===== config.mk =====
export PLATFORM = sky130hd
export DESIGN_NAME = seven_segment_scanner
export DESIGN_NICKNAME = d
export VERILOG_FILES = /design/src/rtl/seven_segment_pkg.sv /design/src/rtl/bin_to_bcd_converter.sv /design/src/rtl/seven_segment_scanner.sv
export SDC_FILE = /design/constraint.sdc
export NUM_CORES = 1
export LEC_CHECK = 0
export ABC_AREA = 0
export BUFFER_PORTS_ARGS = -buffer_cell sky130_fd_sc_hd__buf_4
export CAP_MARGIN = 40
export CORE_MARGIN = 5
export CORE_UTILIZATION = 60
export DETAILED_ROUTE_END_ITERATION = 8
export PLACE_DENSITY_LB_ADDON = 0.3
export SLEW_MARGIN = 10
export SYNTH_ARGS = -nofsm -noshare
export SYNTH_HDL_FRONTEND = slang
export SYNTH_SLANG_ARGS = --single-unit

===== constraint.sdc =====
create_clock -name CLK -period 2.4 [get_ports CLK]
set_input_delay 0.12 -clock CLK [delete_from_list [all_inputs] [get_ports CLK]]
set_output_delay 0.12 -clock CLK [all_outputs]
set_load 0.005 [all_outputs]

===== src/rtl/seven_segment_pkg.sv =====
// Shared types and constants for the debug seven-segment scan path.
// Converter state encoding and the double-dabble nibble adjust live here.
package seven_segment_pkg;

    localparam int BCD_DIGITS_MAX = 10;
    localparam int BIN_WIDTH      = 32;
    localparam int BCD_WIDTH      = BCD_DIGITS_MAX * 4;
    localparam logic [3:0] DASH_CODE = 4'hF;

    typedef enum logic [1:0] {
        IDLE,
        CONVERT,
        COMMIT
    } conv_state_e;

    // Add 3 to every nibble >= 5 ahead of the next left shift.
    function automatic logic [BCD_WIDTH-1:0] dabble_adjust(
        input logic [BCD_WIDTH-1:0] bcd
    );
        logic [BCD_WIDTH-1:0] res;
        res = '0;
        for (int i = 0; i < BCD_DIGITS_MAX; i++) begin
            if (bcd[i*4 +: 4] >= 4'd5) begin
                res[i*4 +: 4] = bcd[i*4 +: 4] + 4'd3;
            end else begin
                res[i*4 +: 4] = bcd[i*4 +: 4];
            end
        end
        return res;
    endfunction

endpackage


===== src/rtl/bin_to_bcd_converter.sv =====
// Sequential double-dabble: one shift per cycle, 32 shifts per value.
// Pulses COMMIT_STROBE for one cycle once the result in BCD is final.
module bin_to_bcd_converter
    import seven_segment_pkg::*;
(
    input  logic                 CLK,
    input  logic                 RESET,
    input  logic [BIN_WIDTH-1:0] IN,
    output logic                 BUSY,
    output logic                 COMMIT_STROBE,
    output logic [BCD_WIDTH-1:0] BCD
);

    conv_state_e          state_q, state_d;
    logic [BIN_WIDTH-1:0] cap_q, cap_d;
    logic [BIN_WIDTH-1:0] shift_q, shift_d;
    logic [BCD_WIDTH-1:0] bcd_q, bcd_d;
    logic [4:0]           cnt_q, cnt_d;
    logic                 busy_q, busy_d;
    logic                 commit_q, commit_d;
    logic [BCD_WIDTH-1:0] adj;

    // Next-state: capture on change, shift 32 times, then strobe.
    always_comb begin
        state_d  = state_q;
        cap_d    = cap_q;
        shift_d  = shift_q;
        bcd_d    = bcd_q;
        cnt_d    = cnt_q;
        busy_d   = busy_q;
        commit_d = 1'b0;
        adj      = dabble_adjust(bcd_q);
        unique case (state_q)
            IDLE: begin
                if (IN != cap_q) begin
                    cap_d   = IN;
                    shift_d = IN;
                    bcd_d   = '0;
                    cnt_d   = '0;
                    busy_d  = 1'b1;
                    state_d = CONVERT;
                end
            end
            CONVERT: begin
                {bcd_d, shift_d} = {adj, shift_q} << 1;
                cnt_d = cnt_q + 5'd1;
                if (cnt_q == 5'd31) begin
                    state_d = COMMIT;
                end
            end
            COMMIT: begin
                busy_d   = 1'b0;
                commit_d = 1'b1;
                state_d  = IDLE;
            end
            default: begin
                state_d = IDLE;
            end
        endcase
    end

    // Converter state and registered handshake outputs.
    always_ff @(posedge CLK or negedge RESET) begin
        if (!RESET) begin
            state_q  <= IDLE;
            cap_q    <= '0;
            shift_q  <= '0;
            bcd_q    <= '0;
            cnt_q    <= '0;
            busy_q   <= 1'b0;
            commit_q <= 1'b0;
        end else begin
            state_q  <= state_d;
            cap_q    <= cap_d;
            shift_q  <= shift_d;
            bcd_q    <= bcd_d;
            cnt_q    <= cnt_d;
            busy_q   <= busy_d;
            commit_q <= commit_d;
        end
    end

    assign BUSY          = busy_q;
    assign COMMIT_STROBE = commit_q;
    assign BCD           = bcd_q;

endmodule


===== src/rtl/seven_segment_scanner.sv =====
// Binary-to-BCD display front end with time-multiplexed digit scan.
// Outputs decode registered state only; IN never reaches them directly.
module seven_segment_scanner
    import seven_segment_pkg::*;
#(
    parameter int NUM_DIGITS = 8,
    parameter int SCAN_DIV   = 50000,
    parameter bit BLANK_LZ   = 1'b1
) (
    input  logic                  CLK,
    input  logic                  RESET,
    input  logic [BIN_WIDTH-1:0]  IN,
    output logic [BIN_WIDTH-1:0]  DIGIT_CODE,
    output logic [NUM_DIGITS-1:0] DIGIT_SEL,
    output logic                  BUSY,
    output logic                  OVERFLOW
);

    localparam int IDX_W  = (NUM_DIGITS > 1) ? $clog2(NUM_DIGITS) : 1;
    localparam int PRE_W  = (SCAN_DIV > 1) ? $clog2(SCAN_DIV) : 1;
    localparam int DISP_W = NUM_DIGITS * 4;

    logic [BCD_WIDTH-1:0]  conv_bcd;
    logic                  conv_commit;
    logic [DISP_W-1:0]     display_q, display_d;
    logic [NUM_DIGITS-1:0] keep_q, keep_d;
    logic                  ovf_q, ovf_d;
    logic [PRE_W-1:0]      pre_q, pre_d;
    logic [IDX_W-1:0]      idx_q, idx_d;
    logic                  any_hi;
    int                    msd;
    logic [NUM_DIGITS-1:0] onehot;
    logic [3:0]            nib;

    bin_to_bcd_converter u_conv (
        .CLK           (CLK),
        .RESET         (RESET),
        .IN            (IN),
        .BUSY          (BUSY),
        .COMMIT_STROBE (conv_commit),
        .BCD           (conv_bcd)
    );

    // On commit: load digits, flag overflow, rebuild leading-zero mask.
    always_comb begin
        display_d = display_q;
        keep_d    = keep_q;
        ovf_d     = ovf_q;
        any_hi    = 1'b0;
        msd       = 0;
        for (int i = 0; i < BCD_DIGITS_MAX; i++) begin
            if (i >= NUM_DIGITS && conv_bcd[i*4 +: 4] != 4'd0) begin
                any_hi = 1'b1;
            end
        end
        for (int i = 0; i < NUM_DIGITS; i++) begin
            if (conv_bcd[i*4 +: 4] != 4'd0) begin
                msd = i;
            end
        end
        if (conv_commit) begin
            display_d = conv_bcd[DISP_W-1:0];
            ovf_d     = any_hi;
            for (int i = 0; i < NUM_DIGITS; i++) begin
                keep_d[i] = (i <= msd);
            end
        end
    end

    // Prescaler and scan index; index steps on prescaler terminal count.
    always_comb begin
        pre_d = pre_q + PRE_W'(1);
        idx_d = idx_q;
        if (pre_q == PRE_W'(SCAN_DIV - 1)) begin
            pre_d = '0;
            if (idx_q == IDX_W'(NUM_DIGITS - 1)) begin
                idx_d = '0;
            end else begin
                idx_d = idx_q + IDX_W'(1);
            end
        end
    end

    // Display, overflow, mask and scan registers.
    always_ff @(posedge CLK or negedge RESET) begin
        if (!RESET) begin
            display_q <= '0;
            keep_q    <= NUM_DIGITS'(1);
            ovf_q     <= 1'b0;
            pre_q     <= '0;
            idx_q     <= '0;
        end else begin
            display_q <= display_d;
            keep_q    <= keep_d;
            ovf_q     <= ovf_d;
            pre_q     <= pre_d;
            idx_q     <= idx_d;
        end
    end

    // Slot decode: select the digit, dash on overflow, blank leading zeros.
    always_comb begin
        onehot = '0;
        nib    = '0;
        for (int i = 0; i < NUM_DIGITS; i++) begin
            if (idx_q == IDX_W'(i)) begin
                onehot[i] = 1'b1;
                nib       = display_q[i*4 +: 4];
            end
        end
        DIGIT_SEL = onehot;
        if (BLANK_LZ && !ovf_q) begin
            DIGIT_SEL = onehot & keep_q;
        end
        DIGIT_CODE = {{(BIN_WIDTH-4){1'b0}}, ovf_q ? DASH_CODE : nib};
    end

    assign OVERFLOW = ovf_q;

endmodule

======== After elaboration in Yosys (flattened, before gate mapping) ========
Cells that the tools add are included.
storage, ports and cells
  register bits after elaboration ......... 173
  input bits .............................. 34
  output and inout port bits .............. 42
  word-level logic and storage cells ...... 126
operators by class
  add/subtract/negate cells ............... 13
  magnitude comparators ................... 18
  eq/ne operators ......................... 14
  multiplexer cells ....................... 51
  bitwise gates (word level) .............. 1
  reduce and logical (&&, ||, !) cells .... 17
operators by type and width
  cell                   count
  $mux 32                5
  $le 4x32->1 const A    4
  $pmux 40 s2            1
  $mux 4                 18
  $le 3x32->1 const A    2
  $pmux 32 s2            1
  $ge 4x3->1 const B     10
  $mux 40                1
  $add 4x2->4 const B    9
  $reduce_bool 4->1      9
  $le 1x32->1 const A    1
  $le 2x32->1 const A    1
  $ne 32x32->1           1
  $add 16x1->16 const B  1
  $eq 16x16->1 const B   1
  $mux 16                1
  $mux 1                 13
  $eq 3x3->1 const B     4
  $pmux 5 s2             1
  $and 8x8->8            1
  $mux 2                 4
  $mux 8                 1
  $reduce_and 2->1       4
  $eq 3x2->1 const B     2
  15 further kinds       18

======== Longest topological paths before layout ========
Gate-level depths: netlist of the first run.
  depth in word-level cells ............... 10
  mapped depth ............................ 8
  gate-level depth less buffers ........... 7

======== Modules after synthesis ========
From an unflattened synthesis of the first run, not the netlist that was laid out.
second synthesis, totals
  cells, all modules ...................... 924
  area, all modules ....................... 9178.8 µm²
modules (own cells, without submodules)
  module                 instances  cells an instance  area each (µm²)  sequential area each (µm²)
  bin_to_bcd_converter   1          617                5964.5           2827.7
  seven_segment_scanner  1          307                3214.3           1502.7

======== Worst setup path before layout of the first run ========
Ideal clock, no wire load.
  path kind ............................... register to register
  from .................................... reg u_conv.cap_q[30]
  to ...................................... reg u_conv.cap_q[10]
  library setup time ...................... 0.125 ns
  arrival ................................. 1.918 ns
  data required time ...................... 2.275 ns
  path slack .............................. 0.358 ns
  cell stages (with the launch flop) ...... 7
  period minus slack after synthesis ...... 2.042 ns
  cell sequence ........................... dfrtp_1 xor2_1 nor4_1 nand4_1 o21ai_1 buf_2 mux2_2
on the way
  longest elaborated chain between the ends .. 2
RTL lines
  item                               RTL line                    text
  from (decl)                        bin_to_bcd_converter.sv:15  logic [BIN_WIDTH-1:0] cap_q, cap_d;
  from (signal assigned)             bin_to_bcd_converter.sv:74  cap_q <= cap_d;
  $ne 32x32->1                       bin_to_bcd_converter.sv:35  if (IN != cap_q) begin
  $reduce_and 2->1 (no source line)  n/a
Every way passes these cells.
A chain may end at the register's enable or synchronous reset.

======== Worst setup path in the final report of the first run ========
  from .................................... reg idx_q[0]
  to ...................................... out DIGIT_CODE[1]
on the way
  longest elaborated chain between the ends .. 10
  elaborated cells on any way between the ends .. 17
  those cells by class .................... 7 x eq/ne; 9 x mux; 1 x reduce/logical
RTL lines
  item                    RTL line                      text
  from (decl)             seven_segment_scanner.sv:29   logic [IDX_W-1:0] idx_q, idx_d;
  from (signal assigned)  seven_segment_scanner.sv:97   idx_q <= idx_d;
  $logic_not 3->1         seven_segment_scanner.sv:106  if (idx_q == IDX_W'(i)) begin
  $mux 4 (7 in a row)     seven_segment_scanner.sv:106
  $mux 4 (*)              seven_segment_scanner.sv:106
  $mux 4 (*)              seven_segment_scanner.sv:115  DIGIT_CODE = {{(BIN_WIDTH-4){1'b0}}, ovf_q ? DASH_CODE : nib};
  to (decl)               seven_segment_scanner.sv:13   output logic [BIN_WIDTH-1:0] DIGIT_CODE,
Every way passes the cells marked *; elsewhere a longest branch is shown, timed or not.

==> results of run 1 <==
-- final cells by class --
class                      instances  share of cell area, %
timing repair buffer             108                   8.92
clock buffer                      18                   4.08
inverter                          48                   1.67
sequential                       173                   40.2
tap                              188                   2.19
multi-input combinational        616                   41.0
clock inverter                    14                   1.93
-- state kept, by name, summed over array words and instances, names as in the netlist --
signal and flops:
OVERFLOW 1, display_q 32, idx_q 3, keep_q 8
pre_q 16, u_conv.BCD 40, u_conv.BUSY 1, u_conv.COMMIT_STROBE 1
u_conv.cap_q 32, u_conv.cnt_q 5, u_conv.shift_q 32, u_conv.state_q 2
-- through the flow --
stage	power, mW	setup TNS (ns)
after floorplan	4.67	0
after global placement	5.03	0
after detailed placement	5.10	0
after CTS	8.20	0
after global routing	8.62	-0.256
final	8.18	0
-- cell families (layout without fill, tap and decap cells) --
logic type	count (synthesis)	in the layout	synth area share [%]
AOI/OAI and AO/OA	200	200	15.3
xor gates and xnor gates	61	61	5.83
adders and majority gates	35	35	4.78
buffers and inverters	124	188	6.38
DFF	173	173	47.3
muxes	66	66	8.11
other	1	28	0.0409
and+or+nand+nor	226	226	12.3
-- layer usage --
metal / track usage (%) / routed length, um / vias to the layer above
li1: - / - / 3271
met1: 32.2 / 9030 / 3436
met2: 40.2 / 10300 / 164
met3: 4.68 / 913 / 33
met4: 6.34 / 338 / 0
met5: 0 / 0 / -
-- timing repair --
item	4_1_cts	5_1_grt
hold endpoints to repair	123	0
gates resized for setup	14	2
setup endpoints to repair	4	7
pin swaps	0	0
hold buffers	33	0
-- critical path, delay by kind of cell, from the launching register on --
| kind | cells | cell delay [ns] |
|---|---|---|
| adders and majority gates | 1 | 0.24 |
| AOI/OAI and AO/OA | 3 | 0.69 |
| DFF | 1 | 0.44 |
| and+or+nand+nor | 1 | 0.20 |
| buffers and inverters | 2 | 0.29 |
-- worst min path at each step --
stage,end,depth (start not counted)
after floorplan,OVERFLOW$_DFFE_PN0P_,0
final,u_conv.BCD[34]$_DFFE_PN0P_,2
after global routing,u_conv.BCD[34]$_DFFE_PN0P_,2
after CTS,u_conv.BCD[33]$_DFFE_PN0P_,2
after global placement,u_conv.cap_q[28]$_DFFE_PN0P_,1
after detailed placement,u_conv.cap_q[28]$_DFFE_PN0P_,1
-- cell usage in the layout, fill, tap and decap left out, types with 13 or more instances in the layout --
cell and count:
a211o_1 31, a21oi_1 30, a22o_1 24, buf_4 69, clkbuf_16 17, conb_1 28, dfrtp_1 172, dlygate4sd3_1 33
ha_1 30, inv_1 46, mux2_2 59, nand2_1 71, nand3_1 13, nor2_1 55, nor4_1 28, nor4b_1 15
o21ai_0 28, o22ai_1 41, xnor2_1 18, xor2_1 43
-- power groups by stage --
stage	logic [mW]	clock network, mW	registers (mW)
after floorplan	1.23	0	3.44
after global placement	1.49	0	3.54
after detailed placement	1.55	0	3.55
after CTS	1.65	3.04	3.51
after global routing	1.86	3.20	3.56
final	1.65	3.02	3.52
==> impl_metrics.ini, run 1 <==
[drt]
dr_total_vias = 6904
drc = 0
finalWirelength_mm = 20.6
drt-initial-drc-count = 544
drt_pass1_iterations = 5
detail-route-antenna-nets = 0
wire_per_inst_um = 17.7
vias_per_cell = 5.93

[final_layout]
final_util_pct = 71.3
syn2layout_area_growth_pct = 17.4
nNetsFinal = 1033
stdcell_count = 1165
regArea_mm2 = 0.00433
multi_input_area_mm2 = 0.00441
postLayoutCellArea_mm2 = 0.0108
fillers = 1048
drive_gt1_share_pct = 18.9
antenna_cells = 0

[power]
p_leak_nw = 4.84
pwr-share-seq_pct = 43.0
clock_power_share_pct = 36.9
intPower_mw = 5.73
cellPowerDensity_mw_per_mm2 = 760
switchingPower_mw = 2.45
p_comb_share_pct = 20.2
peakVddDrop_mv = 0.576
swShare_pct = 29.9

[synth]
synth_top_area_cell = dfrtp_1
synth_edf_count = 0
yosys_most_used_dff = dfrtp_1
synth_top_cells_by_area = dfrtp_1 47%, mux2_2 7.3%, ha_1 4.8%
ys_types = 49
ys_ff_latch = 173
syn_avg_cell_area_um2 = 10.3
async_reset_ff_share_pct = 100
postSynthCellCount = 886
yosysWarningCount = 0
synthTopCellsByCount = 172 x dfrtp_1, 72 x nand2_1, 59 x mux2_2, 56 x nor2_1, 48 x inv_1
syn-cell-area_mm2 = 0.00916
synthMostInstantiatedCell = dfrtp_1
synth_top_area_share_pct = 47.0
ys_seq_area_share_pct = 47.3

[clock_network]
htree_levels = 4
cts-root-buf = clkbuf_16
cts_buffer_depth = 2
clock_latency_ns = 0.44
cts_tree = done
cts_buffers = 17
cts.sink_count = 173
clkTransAtPathRegs_ns = 0.07
cts_setup_buffers = 0

[place]
place_area_mm2 = 0.00973
dpl_worst_slack_ns = 0.113
port_buffers = 47
hpwl_mm = 13.5
dpl.cell_count = 1100
routabilityCongestion = 0.779

[floorplanning]
start_util_pct = 60.7
die-width_um = 134
rows = 45
ios = 76
coreArea_mm2 = 0.0151
die_area_mm2 = 0.0178
die_y_um = 134

[critical_path]
rr_endpoint = keep_q[1]$_DFFE_PN0P_
ff2ff_path_depth = 7
worstSetupStartpointType = flip-flop
critical_path_required_ns = 2.28
regToRegSetupSlack_ns = 0.14
critPathCaptureType = output pin
cp_cell_sequence = inv_2 -> ha_2 -> nor2b_4 -> a221oi_1 -> o311a_1 -> o21ai_0 -> buf_4
r2r_start = u_conv.BCD[28]$_DFFE_PN0P_
cp_slowest_cell = dfrtp_1
worst-setup-path-type = flip-flop to output pin
crit_fanout = 5
crit_start = idx_q[0]$_DFFE_PN0N_
cp-endpoint = DIGIT_CODE[1]
crit_arrival_ns = 2.28
max_stage_delay_ns = 0.44

[timing]
fmax_mhz = 417
setup_violations = 0
min_period_ns = 2.40
fin_skew_ns = 0.0106
hold_violations = 0
relSlewSlack_pct = 57.6
slew_violations = 0
whs_ns = 0.231
setup_ws_ns = 0.00389
worst_slew_pin_slew_ns = 0.630
fin_crit_sh_pct = 99.8
rsz0062_at_grt = yes

[grt]
antenna_found_initial = 0
grt_usage_pct = 24.0
grt_remaining_overflow = 0
grt_pass1_wl_mm = 34.7
grt_pass1_vias = 6791
grt_max_degree = 67

[status]
status = completed

[flow_run]
maxCapViolations = 0

[hold_path]
worst_hold_path_type = primary input to async pin
No activity file was read; power rests on OpenSTA's default activity.
==> run 2: changes to the inputs <==
--- a/config.mk
+++ b/config.mk
@@ -12,7 +12,10 @@
 export CORE_UTILIZATION = 60
 export DETAILED_ROUTE_END_ITERATION = 8
 export PLACE_DENSITY_LB_ADDON = 0.3
+export REMOVE_ABC_BUFFERS = 1
+export SETUP_SLACK_MARGIN = 0.15
 export SLEW_MARGIN = 10
 export SYNTH_ARGS = -nofsm -noshare
 export SYNTH_HDL_FRONTEND = slang
+export SYNTH_HIERARCHICAL = 1
 export SYNTH_SLANG_ARGS = --single-unit
==> impl_metrics.ini, run 2 <==
[critical_path]
worstSetupStartpointType = flip-flop
critical_path_buf_inv_count = 1
cp_slowest_cell = dfrtp_2
worst-setup-path-type = flip-flop to output pin
cp_cell_sequence = ha_4 -> ha_4 -> or3_4 -> o21a_1 -> o31ai_1 -> buf_4
crit_family = flip-flops
cp_common_cell = ha_4
crit_fanout = 8
critPathCaptureType = output pin
critical_path_required_ns = 2.28
max_stage_delay_ns = 0.44
crit_arrival_ns = 2.16

[synth]
postSynthCellCount = 924
synth_top_area_cell = dfrtp_1
syn_avg_cell_area_um2 = 9.93
syn-cell-area_mm2 = 0.00918
ys_types = 61
async_reset_ff_share_pct = 100
synth_top_cells_by_area = dfrtp_1 47%, xor2_1 4.7%, ha_1 4.0%
yosysWarningCount = 6
synthMostInstantiatedCell = dfrtp_1
synthTopCellsByCount = 172 x dfrtp_1, 72 x o21ai_0, 60 x inv_1, 57 x nand2_1, 49 x xor2_1
synth_top_area_share_pct = 46.9
synth_edf_count = 0
yosys_most_used_dff = dfrtp_1
ys_seq_area_share_pct = 47.2
ys_ff_latch = 173

[final_layout]
final_util_pct = 70.8
syn2layout_area_growth_pct = 16.4
nNetsFinal = 1053
final_common_cell = dfrtp_1
stdcell_count = 1191
drive_gt1_share_pct = 18.7
antenna_cells = 0
postLayoutCellArea_mm2 = 0.0107
final_cell_mix = 170 x dfrtp_1, 84 x buf_4, 71 x o21ai_0
largest_reg_flops = 40

[clock_network]
htree_levels = 4
cts-root-buf = clkbuf_16
cts_buffers = 17
cts_tree = done
clock_latency_ns = 0.43
clkTransAtPathRegs_ns = 0.07
cts.sink_count = 173
cts_buffer_depth = 2

[timing]
min_period_ns = 2.28
worst_slew_pin_slew_ns = 0.847
fin_skew_ns = 0.0101
fin_crit_sh_pct = 95.1
relSlewSlack_pct = 43.6
hold_violations = 0
slew_violations = 0
rsz0062_at_grt = yes
fmax_mhz = 438
setup_violations = 0
setup_ws_ns = 0.117

[floorplanning]
die_y_um = 134
rows = 45
ios = 76
die_area_mm2 = 0.0179
coreArea_mm2 = 0.0151
die-width_um = 134
start_util_pct = 60.8

[hold_path]
worst_hold_path_type = primary input to flip-flop

[drt]
wire_per_inst_um = 17.7
drt-initial-drc-count = 711
dr_total_vias = 7226
drc = 0
finalWirelength_mm = 21.1
vias_per_cell = 6.07
detail-route-antenna-nets = 0
drt_pass1_iterations = 5

[grt]
grt_remaining_overflow = 0
grt_max_degree = 66
grt_usage_pct = 24.0
grt_pass1_wl_mm = 35.1
grt_pass1_vias = 7054
antenna_found_initial = 0

[place]
hpwl_mm = 13.4
port_buffers = 47
dpl_worst_slack_ns = -0.0383
dpl.cell_count = 1131
place_area_mm2 = 0.00969
routabilityCongestion = 0.836

[power]
cellPowerDensity_mw_per_mm2 = 701
p_leak_nw = 4.86
total_power_mw = 7.49
peakVddDrop_mv = 0.536

[status]
status = completed

[flow_run]
maxCapViolations = 0
-- run 2: changes by cell type in the layout (fill, tap and decap cells not counted), moves of 17 or more --
cell,before,now
a211o_1,31,4
a22o_1,24,4
a22oi_1,0,27
dlygate4sd3_1,33,12
mux2_2,59,31
nand3_1,13,32
nand4_1,2,33
nor2_1,55,38
nor4_1,28,11
o211ai_1,1,27
o21ai_0,28,71
o22ai_1,41,21
-- run 2: cell type report --
cell class	instances	area, um2
Multi-Input combinational cell	633	4430
Fill cell	1106	4400
Sequential cell	173	4330
Timing Repair Buffer	104	896
Clock buffer	25	475
Tap cell	188	235
Inverter	61	229
Clock inverter	7	87.6
-- run 2: cells by family after synthesis --
group | after synthesis | synth area share (%)
simple gates | 244 | 14.7
other cells | 1 | 0.0409
buf+inv | 145 | 7.50
mux | 34 | 4.13
fa+ha+maj | 29 | 3.95
flops | 173 | 47.2
xor+xnor | 65 | 6.20
compound gates | 233 | 16.3
-- run 2: per-stage QoR --
stage               TNS [ns]  hold slack (ns)
CTS                        0         0.000262
floorplan             -88.01           -0.176
global placement     -0.0354            0.163
global route               0           0.0211
detailed placement   -0.0888            0.160
finish                     0           0.0143
-- run 2: routing by layer --
layer / part of all wire, % / global-route usage [%] / vias to the layer above
met5: 0 / 0 / -
met4: 1.2 / 6.86 / 0
met3: 5.2 / 4.53 / 18
met2: 49 / 39.1 / 241
met1: 45 / 32.9 / 3567
li1: - / - / 3400
-- run 2: report_power, final --
group          switching [mW]  internal (mW)  leakage (nW)  total, mW
Clock                    1.09           1.58         0.275       2.67
Sequential              0.319           3.30          2.18       3.62
Combinational           0.584          0.618          2.41       1.20
Total                    1.99           5.50          4.86       7.49
-- run 2: worst reg2reg max path: stages (launching register included) --
cell and delay (ns):
dfrtp_1 0.39, xor2_1 0.16, nor4_2 0.42, and4_4 0.34
buf_8 0.22, a31oi_1 0.12, buf_4 0.21, o21ai_0 0.17
-- run 2: worst paths after layout --
path | slack [ns] | startpoint | depth (start not counted) | endpoint
min reg2reg | 0.49 | pre_q[0]$_DFF_PN0_ | 1 | pre_q[0]$_DFF_PN0_
max | 0.12 | idx_q[0]$_DFFE_PN0N_ | 6 | DIGIT_CODE[1]
max reg2reg | 0.29 | u_conv/cap_q[28]$_DFFE_PN0P_ | 7 | u_conv/BCD[8]$_DFFE_PN0P_
min | 0.01 | IN[16] | 3 | u_conv/shift_q[16]$_DFFE_PN0P_
max in group asynchronous | 1.36 | RESET | 3 | u_conv/cap_q[2]$_DFFE_PN0P_
min in group asynchronous | 0.26 | RESET | 2 | u_conv/BCD[30]$_DFFE_PN0P_
-- run 2: repair_timing --
item | in CTS | in global routing
gates resized for setup | 22 | 15
buffers inserted | 10 | 6
pin swaps | 8 | 7
endpoints found under the setup margin | 44 | 38
endpoints found under the hold margin | 83 | 0
hold buffers | 12 | 0
==> run 3: changes to the inputs <==
--- a/config.mk
+++ b/config.mk
@@ -11,6 +11,7 @@
 export CORE_MARGIN = 5
 export CORE_UTILIZATION = 60
 export DETAILED_ROUTE_END_ITERATION = 8
+export HOLD_SLACK_MARGIN = 0.15
 export PLACE_DENSITY_LB_ADDON = 0.3
 export REMOVE_ABC_BUFFERS = 1
 export SETUP_SLACK_MARGIN = 0.15
==> impl_metrics.ini, run 3 (synthesis gave the netlist of run 2 again) <==
[status]
status = completed

[critical_path]
crit_fanout = 8
regToRegSetupSlack_ns = 0.30
ff2ff_path_depth = 8
worstSetupStartpointType = flip-flop
critical_path_required_ns = 2.28
worst-setup-path-type = flip-flop to output pin
rr_endpoint = u_conv/BCD[13]$_DFFE_PN0P_
r2r_start = u_conv/cap_q[15]$_DFFE_PN0P_
critPathCaptureType = output pin
crit_arrival_ns = 2.19

[clock_network]
cts-root-buf = clkbuf_16
cts_buffer_depth = 2
clkTransAtPathRegs_ns = 0.06
clock_latency_ns = 0.42
htree_levels = 4
cts_buffers = 17
cts.sink_count = 173
cts_tree = done

[floorplanning]
start_util_pct = 60.8
die_area_mm2 = 0.0179
rows = 45
ios = 76
die-width_um = 134
coreArea_mm2 = 0.0151
die_y_um = 134

[drt]
drc = 0
dr_total_vias = 7326
vias_per_cell = 6.05
drt-initial-drc-count = 715
drt_pass1_iterations = 5
wire_per_inst_um = 17.7
detail-route-antenna-nets = 0
finalWirelength_mm = 21.5

[timing]
slew_violations = 0
min_period_ns = 2.31
rsz0062_at_grt = yes
worst_slew_pin_slew_ns = 0.867
hold_violations = 0
fin_crit_sh_pct = 96.2
setup_violations = 0
fmax_mhz = 433
fin_skew_ns = 0.0101
final.setup.tns_ns = 0
relSlewSlack_pct = 42.2

[power]
peakVddDrop_mv = 0.538
total_power_mw = 7.52
cellPowerDensity_mw_per_mm2 = 691
p_leak_nw = 4.94

[final_layout]
final_cell_mix = 170 x dfrtp_1, 83 x buf_4, 71 x o21ai_0
drive_gt1_share_pct = 18.2
final_common_cell = dfrtp_1
fillers = 1063
syn2layout_area_growth_pct = 18.6
largest_reg_flops = 40
nNetsFinal = 1073
antenna_cells = 0

[hold_path]
worst_hold_path_type = primary input to async pin

[grt]
grt_pass1_vias = 7252
grt_pass1_wl_mm = 36.0
antenna_found_initial = 0
grt_remaining_overflow = 0
grt_max_degree = 66
grt_usage_pct = 24.6

[place]
port_buffers = 47
routabilityCongestion = 0.836
hpwl_mm = 13.4

[flow_run]
maxCapViolations = 0
run 3: layout make-up:
| cell class | count | area (um2) | area share, % |
|---|---|---|---|
| tap | 188 | 235 | 2.16 |
| timing repair buffer | 124 | 1100 | 10.1 |
| multi-input combinational | 633 | 4420 | 40.6 |
| clock buffer | 25 | 475 | 4.37 |
| sequential | 173 | 4330 | 39.8 |
| clock inverter | 7 | 87.6 | 0.805 |
| inverter | 61 | 229 | 2.10 |
run 3: timing repair:
item / CTS / global route
setup endpoints to repair: 44 / 38
setup buffers: 10 / 5
pin swaps: 8 / 4
resized for setup: 22 / 14
hold buffers: 33 / 0
hold endpoints to repair: 126 / 0
run 3: worst max path at each step:
stage	cells past startpoint	slack, ns	startpoint	endpoint
final	6	0.09	idx_q[0]$_DFFE_PN0N_	DIGIT_CODE[2]
after global routing	6	0.05	idx_q[0]$_DFFE_PN0N_	DIGIT_CODE[2]
after CTS	6	0.11	idx_q[0]$_DFFE_PN0N_	DIGIT_CODE[3]
after detailed placement	7	-0.04	u_conv/cap_q[16]$_DFFE_PN0P_	u_conv/BCD[8]$_DFFE_PN0P_
after global placement	7	-0.009	u_conv/cap_q[16]$_DFFE_PN0P_	u_conv/BCD[36]$_DFFE_PN0P_
after floorplan	3	-1.26	u_conv/state_q[1]$_DFFE_PN0P_	u_conv/cap_q[0]$_DFFE_PN0P_
run 3: power by group:
| part | internal, mW | switching [mW] |
|---|---|---|
| clock | 1.58 | 1.09 |
| combinational | 0.639 | 0.597 |
| sequential | 3.30 | 0.319 |
| total | 5.52 | 2.00 |
run 3: worst max-delay path: stages, from the launching register on:
cell     delay (ns)
dfrtp_2        0.44
ha_4           0.19
ha_4           0.19
or3_4          0.34
o21a_1         0.22
o31ai_2        0.23
buf_4          0.16
run 3: stage by stage:
step	utilization (%)	hold WS, ns	cells	cell area [um2]	worst slack, ns
finish	72.1	0.261	1211	10900	0.0903
global route	72.1	0.321	1211	10900	0.0485
floorplan	-	-0.176	867	8820	-1.26
CTS	71.4	0.274	1206	10800	0.108
detailed placement	64.2	0.160	1131	9690	-0.0383
global placement	64.1	0.163	1130	9670	-0.00937
run 3: routing by layer:
metal	part of all wire (%)	vias up	track usage [%]
met5	0	-	0
met4	1.9	0	8.17
met3	5.0	38	5.02
met2	49	232	40.2
met1	44	3616	32.9
li1	-	3440	-
